## src/rtl/fft_top_requant_pkg.sv

```systemverilog
// Shared defaults, output limits and complex beat types for the FFT product requantizer.
// Optional overflow event counter is enabled by defining FFT_TOP_REQUANT_OVF_CNT_EN.
package fft_top_requant_pkg;

  localparam int unsigned DIN_WIDTH_DEF  = 39;
  localparam int unsigned DOUT_WIDTH_DEF = 24;
  localparam int unsigned SHIFT_DEF      = 15;
  localparam int unsigned CNT_WIDTH_DEF  = 16;

  localparam logic [DOUT_WIDTH_DEF-1:0] OUT_MAX = {1'b0, {(DOUT_WIDTH_DEF-1){1'b1}}};
  localparam logic [DOUT_WIDTH_DEF-1:0] OUT_MIN = {1'b1, {(DOUT_WIDTH_DEF-1){1'b0}}};

  typedef struct packed {
    logic [DIN_WIDTH_DEF-1:0] re;
    logic [DIN_WIDTH_DEF-1:0] im;
  } cplx_in_t;

  typedef struct packed {
    logic [DOUT_WIDTH_DEF-1:0] re;
    logic [DOUT_WIDTH_DEF-1:0] im;
  } cplx_out_t;

endpackage

```

## src/rtl/fft_top_round_sat.sv

```systemverilog
// One lane of requantization: arithmetic shift, round-half-to-even, saturate.
// Purely combinational; ovf_o flags that the clamp was applied.
module fft_top_round_sat
  import fft_top_requant_pkg::*;
#(
  parameter int unsigned DIN_WIDTH  = DIN_WIDTH_DEF,
  parameter int unsigned DOUT_WIDTH = DOUT_WIDTH_DEF,
  parameter int unsigned SHIFT      = SHIFT_DEF
) (
  input  logic [DIN_WIDTH-1:0]  x_i,
  output logic [DOUT_WIDTH-1:0] y_o,
  output logic                  ovf_o
);

  // One guard bit above the shifted value so the +1 round-up can never wrap.
  localparam int unsigned RW = DIN_WIDTH - SHIFT + 1;
  localparam logic [SHIFT-1:0] HALF = SHIFT'(1) << (SHIFT - 1);

  logic [RW-1:0]    t_ext;
  logic [RW-1:0]    r;
  logic [SHIFT-1:0] frac;
  logic             round_up;

  always_comb begin
    t_ext    = {x_i[DIN_WIDTH-1], x_i[DIN_WIDTH-1:SHIFT]};
    frac     = x_i[SHIFT-1:0];
    round_up = (frac > HALF) || ((frac == HALF) && t_ext[0]);
    r        = t_ext + RW'(round_up);
  end

  if (RW > DOUT_WIDTH) begin : g_sat
    logic [RW-DOUT_WIDTH:0] top_bits;

    // In range only when every bit from the output sign bit upward agrees.
    assign top_bits = r[RW-1:DOUT_WIDTH-1];
    assign ovf_o    = !((&top_bits) || !(|top_bits));

    always_comb begin
      y_o = r[DOUT_WIDTH-1:0];
      if (ovf_o) begin
        y_o = r[RW-1] ? {1'b1, {(DOUT_WIDTH-1){1'b0}}} : {1'b0, {(DOUT_WIDTH-1){1'b1}}};
      end
    end
  end else begin : g_nosat
    assign ovf_o = 1'b0;
    assign y_o   = DOUT_WIDTH'($signed(r));
  end

endmodule

```

## src/rtl/fft_top_prod_requant.sv

```systemverilog
// Two-stage valid/ready requantizer returning DSP products to the 24-bit FFT datapath.
// Define FFT_TOP_REQUANT_OVF_CNT_EN to add the saturating ovf_count event counter.
module fft_top_prod_requant
  import fft_top_requant_pkg::*;
#(
  parameter int unsigned DIN_WIDTH  = DIN_WIDTH_DEF,
  parameter int unsigned DOUT_WIDTH = DOUT_WIDTH_DEF,
  parameter int unsigned SHIFT      = SHIFT_DEF
`ifdef FFT_TOP_REQUANT_OVF_CNT_EN
  ,
  parameter int unsigned CNT_WIDTH  = CNT_WIDTH_DEF
`endif
) (
  input  logic                  clk,
  input  logic                  reset,
  input  logic                  s_valid,
  output logic                  s_ready,
  input  logic [DIN_WIDTH-1:0]  s_re,
  input  logic [DIN_WIDTH-1:0]  s_im,
  output logic                  m_valid,
  input  logic                  m_ready,
  output logic [DOUT_WIDTH-1:0] m_re,
  output logic [DOUT_WIDTH-1:0] m_im,
  input  logic                  ovf_clear,
  output logic                  ovf_sticky
`ifdef FFT_TOP_REQUANT_OVF_CNT_EN
  ,
  output logic [CNT_WIDTH-1:0]  ovf_count
`endif
);

  logic                  en;
  logic                  s1_valid_q, s1_valid_d;
  logic [DIN_WIDTH-1:0]  s1_re_q, s1_re_d;
  logic [DIN_WIDTH-1:0]  s1_im_q, s1_im_d;
  logic                  m_valid_q, m_valid_d;
  logic [DOUT_WIDTH-1:0] m_re_q, m_re_d;
  logic [DOUT_WIDTH-1:0] m_im_q, m_im_d;
  logic [DOUT_WIDTH-1:0] rs_re, rs_im;
  logic                  ovf_re, ovf_im, ovf_evt;
  logic                  sticky_q, sticky_d;

  // Whole pipeline moves as one; a stall freezes both stages.
  assign en      = !m_valid_q || m_ready;
  assign s_ready = en;

  fft_top_round_sat #(
    .DIN_WIDTH  (DIN_WIDTH),
    .DOUT_WIDTH (DOUT_WIDTH),
    .SHIFT      (SHIFT)
  ) u_rs_re (
    .x_i   (s1_re_q),
    .y_o   (rs_re),
    .ovf_o (ovf_re)
  );

  fft_top_round_sat #(
    .DIN_WIDTH  (DIN_WIDTH),
    .DOUT_WIDTH (DOUT_WIDTH),
    .SHIFT      (SHIFT)
  ) u_rs_im (
    .x_i   (s1_im_q),
    .y_o   (rs_im),
    .ovf_o (ovf_im)
  );

  always_comb begin
    s1_valid_d = s1_valid_q;
    s1_re_d    = s1_re_q;
    s1_im_d    = s1_im_q;
    m_valid_d  = m_valid_q;
    m_re_d     = m_re_q;
    m_im_d     = m_im_q;
    if (en) begin
      s1_valid_d = s_valid;
      if (s_valid) begin
        s1_re_d = s_re;
        s1_im_d = s_im;
      end
      m_valid_d = s1_valid_q;
      if (s1_valid_q) begin
        m_re_d = rs_re;
        m_im_d = rs_im;
      end
    end
  end

  // Status reacts when a saturated beat lands in the output register; it beats a clear.
  assign ovf_evt = en && s1_valid_q && (ovf_re || ovf_im);

  always_comb begin
    sticky_d = sticky_q;
    if (ovf_evt) begin
      sticky_d = 1'b1;
    end else if (ovf_clear) begin
      sticky_d = 1'b0;
    end
  end

`ifdef FFT_TOP_REQUANT_OVF_CNT_EN
  logic [CNT_WIDTH-1:0] cnt_q, cnt_d;

  always_comb begin
    cnt_d = cnt_q;
    if (ovf_evt) begin
      if (ovf_clear) begin
        cnt_d = CNT_WIDTH'(1);
      end else if (!(&cnt_q)) begin
        cnt_d = cnt_q + CNT_WIDTH'(1);
      end
    end else if (ovf_clear) begin
      cnt_d = '0;
    end
  end

  assign ovf_count = cnt_q;
`endif

  always_ff @(posedge clk or posedge reset) begin
    if (reset) begin
      s1_valid_q <= 1'b0;
      s1_re_q    <= '0;
      s1_im_q    <= '0;
      m_valid_q  <= 1'b0;
      m_re_q     <= '0;
      m_im_q     <= '0;
      sticky_q   <= 1'b0;
`ifdef FFT_TOP_REQUANT_OVF_CNT_EN
      cnt_q      <= '0;
`endif
    end else begin
      s1_valid_q <= s1_valid_d;
      s1_re_q    <= s1_re_d;
      s1_im_q    <= s1_im_d;
      m_valid_q  <= m_valid_d;
      m_re_q     <= m_re_d;
      m_im_q     <= m_im_d;
      sticky_q   <= sticky_d;
`ifdef FFT_TOP_REQUANT_OVF_CNT_EN
      cnt_q      <= cnt_d;
`endif
    end
  end

  assign m_valid    = m_valid_q;
  assign m_re       = m_re_q;
  assign m_im       = m_im_q;
  assign ovf_sticky = sticky_q;

endmodule
```

## config.mk

```make
export PLATFORM = sky130hd
export DESIGN_NAME = fft_top_prod_requant
export DESIGN_NICKNAME = d
export VERILOG_FILES = /design/src/rtl/fft_top_requant_pkg.sv /design/src/rtl/fft_top_round_sat.sv /design/src/rtl/fft_top_prod_requant.sv
export SDC_FILE = /design/constraint.sdc
export NUM_CORES = 1
export LEC_CHECK = 0
export ABC_AREA = 1
export CORE_ASPECT_RATIO = 2
export CORE_UTILIZATION = 47
export CTS_CLUSTER_SIZE = 10
export DETAILED_ROUTE_END_ITERATION = 16
export HOLD_SLACK_MARGIN = 0.1
export PLACE_DENSITY = 0.82
export SYNTH_ARGS = -nofsm -noshare
export SYNTH_HDL_FRONTEND = slang
export SYNTH_SLANG_ARGS = --single-unit
```

## constraint.sdc

```tcl
create_clock -name clk -period 12.9 [get_ports clk]
set_input_delay 2.58 -clock clk [delete_from_list [all_inputs] [get_ports clk]]
set_output_delay 2.58 -clock clk [all_outputs]
set_load 0.005 [all_outputs]
```

==> results.py, run 1 <==
metrics = {
    "status": {
        "status": "finished, final reports clean",
    },
    "placement": {
        "dp_hpwl_um": 12900,
        "place_congestion": 0.945,
        "dp.cells": 1137,
        "portBuffers": 133,
    },
    "clocking": {
        "clock_path_buffers": 2,
        "numCtsBuffers": 17,
        "postCtsSetupBuffers": 0,
        "holdBufCountCts": 0,
        "post_cts_resized": 0,
        "insertion_delay_ns": 0.42,
        "h-tree-depth": 4,
        "clk_pin_slew_ns": 0.05,
        "numClockSinks": 129,
        "cts-root-buf": "clkbuf_16",
        "cts_tree": "done",
    },
    "route": {
        "viasPerCell": 4.95,
        "drt-total-wl_um": 17300,
        "drt_pass1_iterations": 4,
        "drtIter0Drc": 291,
        "final_antenna_net_count": 0,
        "route.detailed.drc": 0,
        "routedWlPerCell_um": 14.8,
        "num_vias": 5805,
    },
    "timing": {
        "fin_crit_sh_pct": 49.9,
        "worst_pin_slew_ns": 0.986,
        "final-max-slew-violation-count": 0,
        "finalSetupTns_ns": 0,
        "period_minus_slack_ns": 6.44,
        "clock.fmax_ghz": 0.155,
        "rsz0062_at_grt": "no",
        "finalHoldViolCount": 0,
        "slew-limit-headroom_pct": 34.2,
        "finClkSkew_ns": 0.0105,
        "setup_viol": 0,
    },
    "logic_synthesis": {
        "muxShareOfSynthArea_pct": 6.76,
        "netlist_area_sq_um": 6830,
        "synth-adder-area-share_pct": 0.366,
        "synth_cells": 836,
        "synth_compound_area_share_pct": 3.84,
        "synth_seq_cells": 129,
        "syn_nets": 921,
        "synth_xor_area_share_pct": 3.59,
        "synth_top_family_by_area": "simple AND/OR/NAND/NOR gates",
        "seq_area_frac_synth_pct": 47.2,
        "synth-warning-count": 0,
        "synth_area_per_cell_sq_um": 8.17,
        "ys_types": 31,
        "synthSimpleGateAreaFrac_pct": 31.3,
    },
    "power_and_ir_drop": {
        "clkPwrFrac_pct": 34.7,
        "total_leakage_power_nw": 4.17,
        "p_sw_share_pct": 30.3,
        "p_seq_share_pct": 38.5,
        "irDropWorstVdd_mv": 0.0929,
        "p_comb_share_pct": 26.8,
        "switchingPower_w": 0.000443,
        "power_w": 0.00146,
        "power_density_nw_per_um2": 164,
        "p_int_w": 0.00102,
    },
    "die": {
        "die-height_um": 173,
        "start_util_pct": 47.9,
        "dieArea_sq_um": 15100,
        "rows": 62,
        "io_pins": 134,
        "core-area_sq_um": 14300,
        "die_w_um": 87.3,
    },
    "global_routing": {
        "grt.overflow.total": 0,
        "antenna_found_initial": 4,
        "grt_max_degree": 80,
        "grt.total_usage_pct": 24.5,
        "grt_pass1_vias": 6025,
        "grt_pass1_wl_um": 28300,
    },
    "critical_path": {
        "cp-start-kind": "primary input",
        "end_kind": "output port",
        "worstSetupPathType": "primary input to output port",
        "critPathArrivalTime_ns": 3.86,
        "r2r_cells": 6,
        "critPathMaxFanout": 4,
        "crit_required_ns": 10.32,
    },
    "cells_and_area": {
        "seq_area_sq_um": 3230,
        "nets": 1049,
        "drive_above_1_share_pct": 14.5,
        "stdcell_count": 1173,
        "multi_input_area_sq_um": 3150,
        "syn2layout_area_growth_pct": 30.5,
        "fillers": 1269,
    },
    "min_path": {
        "hold_depth": 2,
        "hp-class": "flip-flop to flip-flop",
    },
    "flow_run": {
        "maxCapViolations": 0,
    },
}
==> per-stage QoR <==
step / instance area, sq um / worst slack, ns / hold WS (ns) / utilization (%)
6_report: 8920 / 6.46 / 0.476 / 62.5
5_1_grt: 8920 / 6.36 / 0.499 / 62.5
4_1_cts: 8910 / 6.44 / 0.480 / 62.4
3_5_place_dp: 8280 / 6.44 / 0.464 / 58.0
3_3_place_gp: 8280 / 6.51 / 0.461 / 58.0
2_1_floorplan: 6830 / 6.88 / 0.442 / -
==> layout make-up <==
type / instances / share of cell area [%]
diodes: 4 / 0.112
clock buffers: 19 / 5.08
well taps: 192 / 2.69
repair buffers: 136 / 15.2
inverters: 82 / 3.48
clock inverters: 13 / 1.95
flip-flops and latches: 129 / 36.2
multi-input cells: 598 / 35.3
==> logic make-up (layout without fill, tap and decap cells) <==
group,after synthesis,count (layout)
flip-flops,129,129
XOR/XNOR,28,28
AND/OR/NAND/NOR,477,477
multiplexers,41,41
buffers and inverters,109,250
adder cells (fa/ha/maj),2,2
other,0,4
AO/OA/AOI/OAI,50,50
==> power by group through the flow <==
stage,clock (W),sequential [W],combinational [W]
after global routing,0.000531,0.000572,0.000439
after global placement,0,0.000564,0.000384
after floorplan,0,0.000558,0.000216
after CTS,0.000513,0.000562,0.000396
after detailed placement,0,0.000568,0.000392
final,0.000507,0.000562,0.000392
==> critical path: stages <==
cell	delay, ns
clkdlybuf4s50_1	0.39
nor2_1	0.25
inv_1	0.16
clkdlybuf4s50_1	0.47
==> sequential cells by signal (all words and copies together) (netlist names) <==
register,count
ovf_sticky,1
m_valid,1
m_re,24
s1_im_q,39
m_im,24
s1_re_q,39
s1_valid_q,1
==> placed cells by master (no fill, tap or decap), types with 10 or more instances in the layout <==
cell / n
nand2_1: 224
clkdlybuf4s50_1: 133
dfrtp_1: 129
nor2_1: 128
inv_1: 76
nand3_1: 48
mux2_2: 41
a21oi_1: 37
nor2_2: 36
xor2_1: 24
clkbuf_16: 17
nand4_1: 10
==> per-layer routing <==
layer / GRT usage [%] / vias up / wire length (um)
met1: 23.1 / 2716 / 6020
met5: 0 / - / 0
li1: - / 2870 / -
met3: 4.34 / 66 / 513
met2: 45.3 / 153 / 9690
met4: 17.4 / 0 / 1120
==> cells in the mapped netlist, drive strengths merged <==
library cell | n | share of area, %
a21oi | 37 | 2.7
buf | 19 | 2.0
clkbuf | 8 | 0.44
dfrtp | 129 | 47
ha | 2 | 0.37
inv | 82 | 4.5
mux2 | 41 | 6.8
nand2 | 232 | 13
nand3 | 52 | 4.4
nand3b | 2 | 0.22
nand4 | 10 | 0.92
nor2 | 174 | 12
nor3 | 4 | 0.29
nor4 | 1 | 0.092
o21ai | 8 | 0.59
o21bai | 5 | 0.55
or2 | 2 | 0.18
xnor2 | 4 | 0.51
xor2 | 24 | 3.1
==> final timing paths <==
path / endpoint / from / slack (ns)
worst max-delay path: s_ready / m_ready / 6.46
worst min-delay path: m_im[21] / m_im[21] / 0.48
worst max register to register: s1_im_q[0] / m_valid / 10.42
worst min register to register: m_im[21] / m_im[21] / 0.48
max in group asynchronous: s1_re_q[21] / reset / 8.89
min in group asynchronous: s1_im_q[4] / reset / 2.59
Power figures use the tool's default switching activity.
==> inputs of run 2 (changes only) <==
- clock period: 12.9 -> 6.67 ns (I/O delays scaled with it)
==> run 2 against run 1 <==
Compared with the run above:
- largest cell class unchanged
- die area unchanged
- total power is 89% higher
- via count is 0.69% higher
- clock-buffer cell count is 1 higher
- highest routed layer unchanged
==> results.py, run 2 (synthesis gave the netlist of run 1 again) <==
metrics = {
    "global_routing": {
        "grt_pass1_wl_um": 27500,
        "grt_max_degree": 86,
        "grt_pass1_vias": 5814,
        "antenna_found_initial": 1,
        "grt.total_usage_pct": 24.0,
        "grt.overflow.total": 0,
    },
    "clocking": {
        "postCtsSetupBuffers": 0,
        "cts_tree": "done",
        "insertion_delay_ns": 0.42,
        "h-tree-depth": 4,
        "numClockSinks": 129,
        "cts-root-buf": "clkbuf_16",
        "post_cts_resized": 0,
        "holdBufCountCts": 0,
        "clock_path_buffers": 2,
        "numCtsBuffers": 17,
        "clk_pin_slew_ns": 0.05,
    },
    "placement": {
        "place_congestion": 0.970,
        "dp.cells": 1137,
        "portBuffers": 133,
        "dp_hpwl_um": 12600,
    },
    "flow_run": {
        "maxCapViolations": 0,
    },
    "critical_path": {
        "critPathBufInv": 3,
        "rr_endpoint": "s1_re_q[11]",
        "r2r_cells": 6,
        "worstSetupPathType": "primary input to output port",
        "cpMaxStageDelayCell": "clkdlybuf4s50_1",
        "critPathMostFrequentCell": "clkdlybuf4s50_1",
        "critPathArrivalTime_ns": 2.61,
        "end_kind": "output port",
        "timing.rr.start": "m_valid",
        "crit_required_ns": 5.34,
        "crit_chain": "clkdlybuf4s50_1, nor2_1, inv_1, clkdlybuf4s50_1",
        "regToRegSetupSlack_ns": 4.22,
        "cp-start-kind": "primary input",
        "critPathMaxFanout": 4,
        "crit_family": "buffers and inverters",
        "cp_slowest_stage_delay_ns": 0.47,
    },
    "cells_and_area": {
        "mostFrequentLayoutCells": "nand2_1, clkdlybuf4s50_1, dfrtp_1",
        "post-route-util_pct": 62.2,
        "final_common_cell": "nand2_1",
        "nets": 1049,
        "stdcell_count": 1170,
        "drive_above_1_share_pct": 14.4,
        "reg.largest.list": "s1_im_q: 39 flops, s1_re_q: 39 flops",
        "syn2layout_area_growth_pct": 29.8,
    },
    "timing": {
        "setup_viol": 0,
        "hold_slack_ns": 0.477,
        "finalSetupTns_ns": 0,
        "slew-limit-headroom_pct": 33.0,
        "period_minus_slack_ns": 3.94,
        "finalHoldViolCount": 0,
        "clock.fmax_ghz": 0.254,
        "worst_pin_slew_ns": 1.00,
        "rsz0062_at_grt": "no",
        "fin_crit_sh_pct": 59.1,
        "finClkSkew_ns": 0.0130,
        "final-max-slew-violation-count": 0,
    },
    "min_path": {
        "hp-class": "flip-flop to flip-flop",
        "hold_depth": 2,
        "hold_end": "m_im[14]",
        "min_from": "m_im[14]",
    },
    "status": {
        "status": "finished, final reports clean",
    },
    "route": {
        "routedWlPerCell_um": 14.7,
        "num_vias": 5845,
        "route.detailed.drc": 0,
        "viasPerCell": 5.00,
        "drt-total-wl_um": 17200,
        "drtIter0Drc": 276,
        "final_antenna_net_count": 0,
        "drt_pass1_iterations": 4,
    },
    "die": {
        "start_util_pct": 47.9,
        "die-height_um": 173,
        "core-area_sq_um": 14300,
        "dieArea_sq_um": 15100,
        "die_w_um": 87.3,
        "rows": 62,
        "io_pins": 134,
    },
    "power_and_ir_drop": {
        "p_comb_share_pct": 27.4,
        "irDropWorstVdd_mv": 0.201,
        "p_seq_share_pct": 39.3,
        "power_density_nw_per_um2": 312,
        "total_leakage_power_nw": 4.15,
        "clkPwrFrac_pct": 33.3,
        "p_sw_share_pct": 30.4,
        "p_int_w": 0.00193,
        "switchingPower_w": 0.000843,
    },
}
==> run 2: area by class of cell <==
type	instances	area [sq um]
Timing Repair Buffer	136	1350
Clock buffer	20	457
Clock inverter	12	134
Sequential cell	129	3230
Multi-Input combinational cell	598	3150
Inverter	82	310
Tap cell	192	240
Antenna cell	1	2.50
Fill cell	1258	5400
==> run 2: worst max-delay path by stage <==
stage,start,end,slack [ns],cells after the start
CTS,m_ready,s_ready,2.72,4
global placement,m_ready,s_ready,2.76,4
floorplan,reset,m_im[0],1.90,1
finish,m_ready,s_ready,2.73,4
global route,m_ready,s_ready,2.66,4
detailed placement,m_ready,s_ready,2.73,4
==> run 2: per-stage QoR <==
| step | worst slack, ns | area (sq um) | total power (W) |
|---|---|---|---|
| after floorplan | 1.90 | 6830 | 0.00150 |
| after global placement | 2.76 | 8280 | 0.00183 |
| after detailed placement | 2.73 | 8280 | 0.00186 |
| after CTS | 2.72 | 8870 | 0.00278 |
| after global routing | 2.66 | 8870 | 0.00291 |
| final | 2.73 | 8870 | 0.00277 |
==> run 2: power by group through the flow <==
stage                     logic (W)  clock network (W)  registers [W]
after floorplan            0.000417                  0        0.00108
after global placement     0.000743                  0        0.00109
after detailed placement   0.000758                  0        0.00110
after CTS                  0.000766           0.000929        0.00109
after global routing       0.000846           0.000961        0.00111
final                      0.000760           0.000921        0.00109
==> run 2: worst register-to-register path, stage by stage (launching register included) <==
cell     delay (ns)
dfrtp_1        0.34
inv_1          0.05
nor2_1         0.21
inv_1          0.16
nand2_4        0.68
buf_4          0.50
mux2_2         0.38
==> run 2: per-layer routing <==
layer | GRT usage, % | wire length (um) | up-vias
met4 | 16.4 | 1050 | 0
met2 | 44.5 | 9560 | 194
met1 | 22.8 | 5860 | 2717
met3 | 4.39 | 751 | 61
li1 | - | - | 2873
met5 | 0 | 0 | -
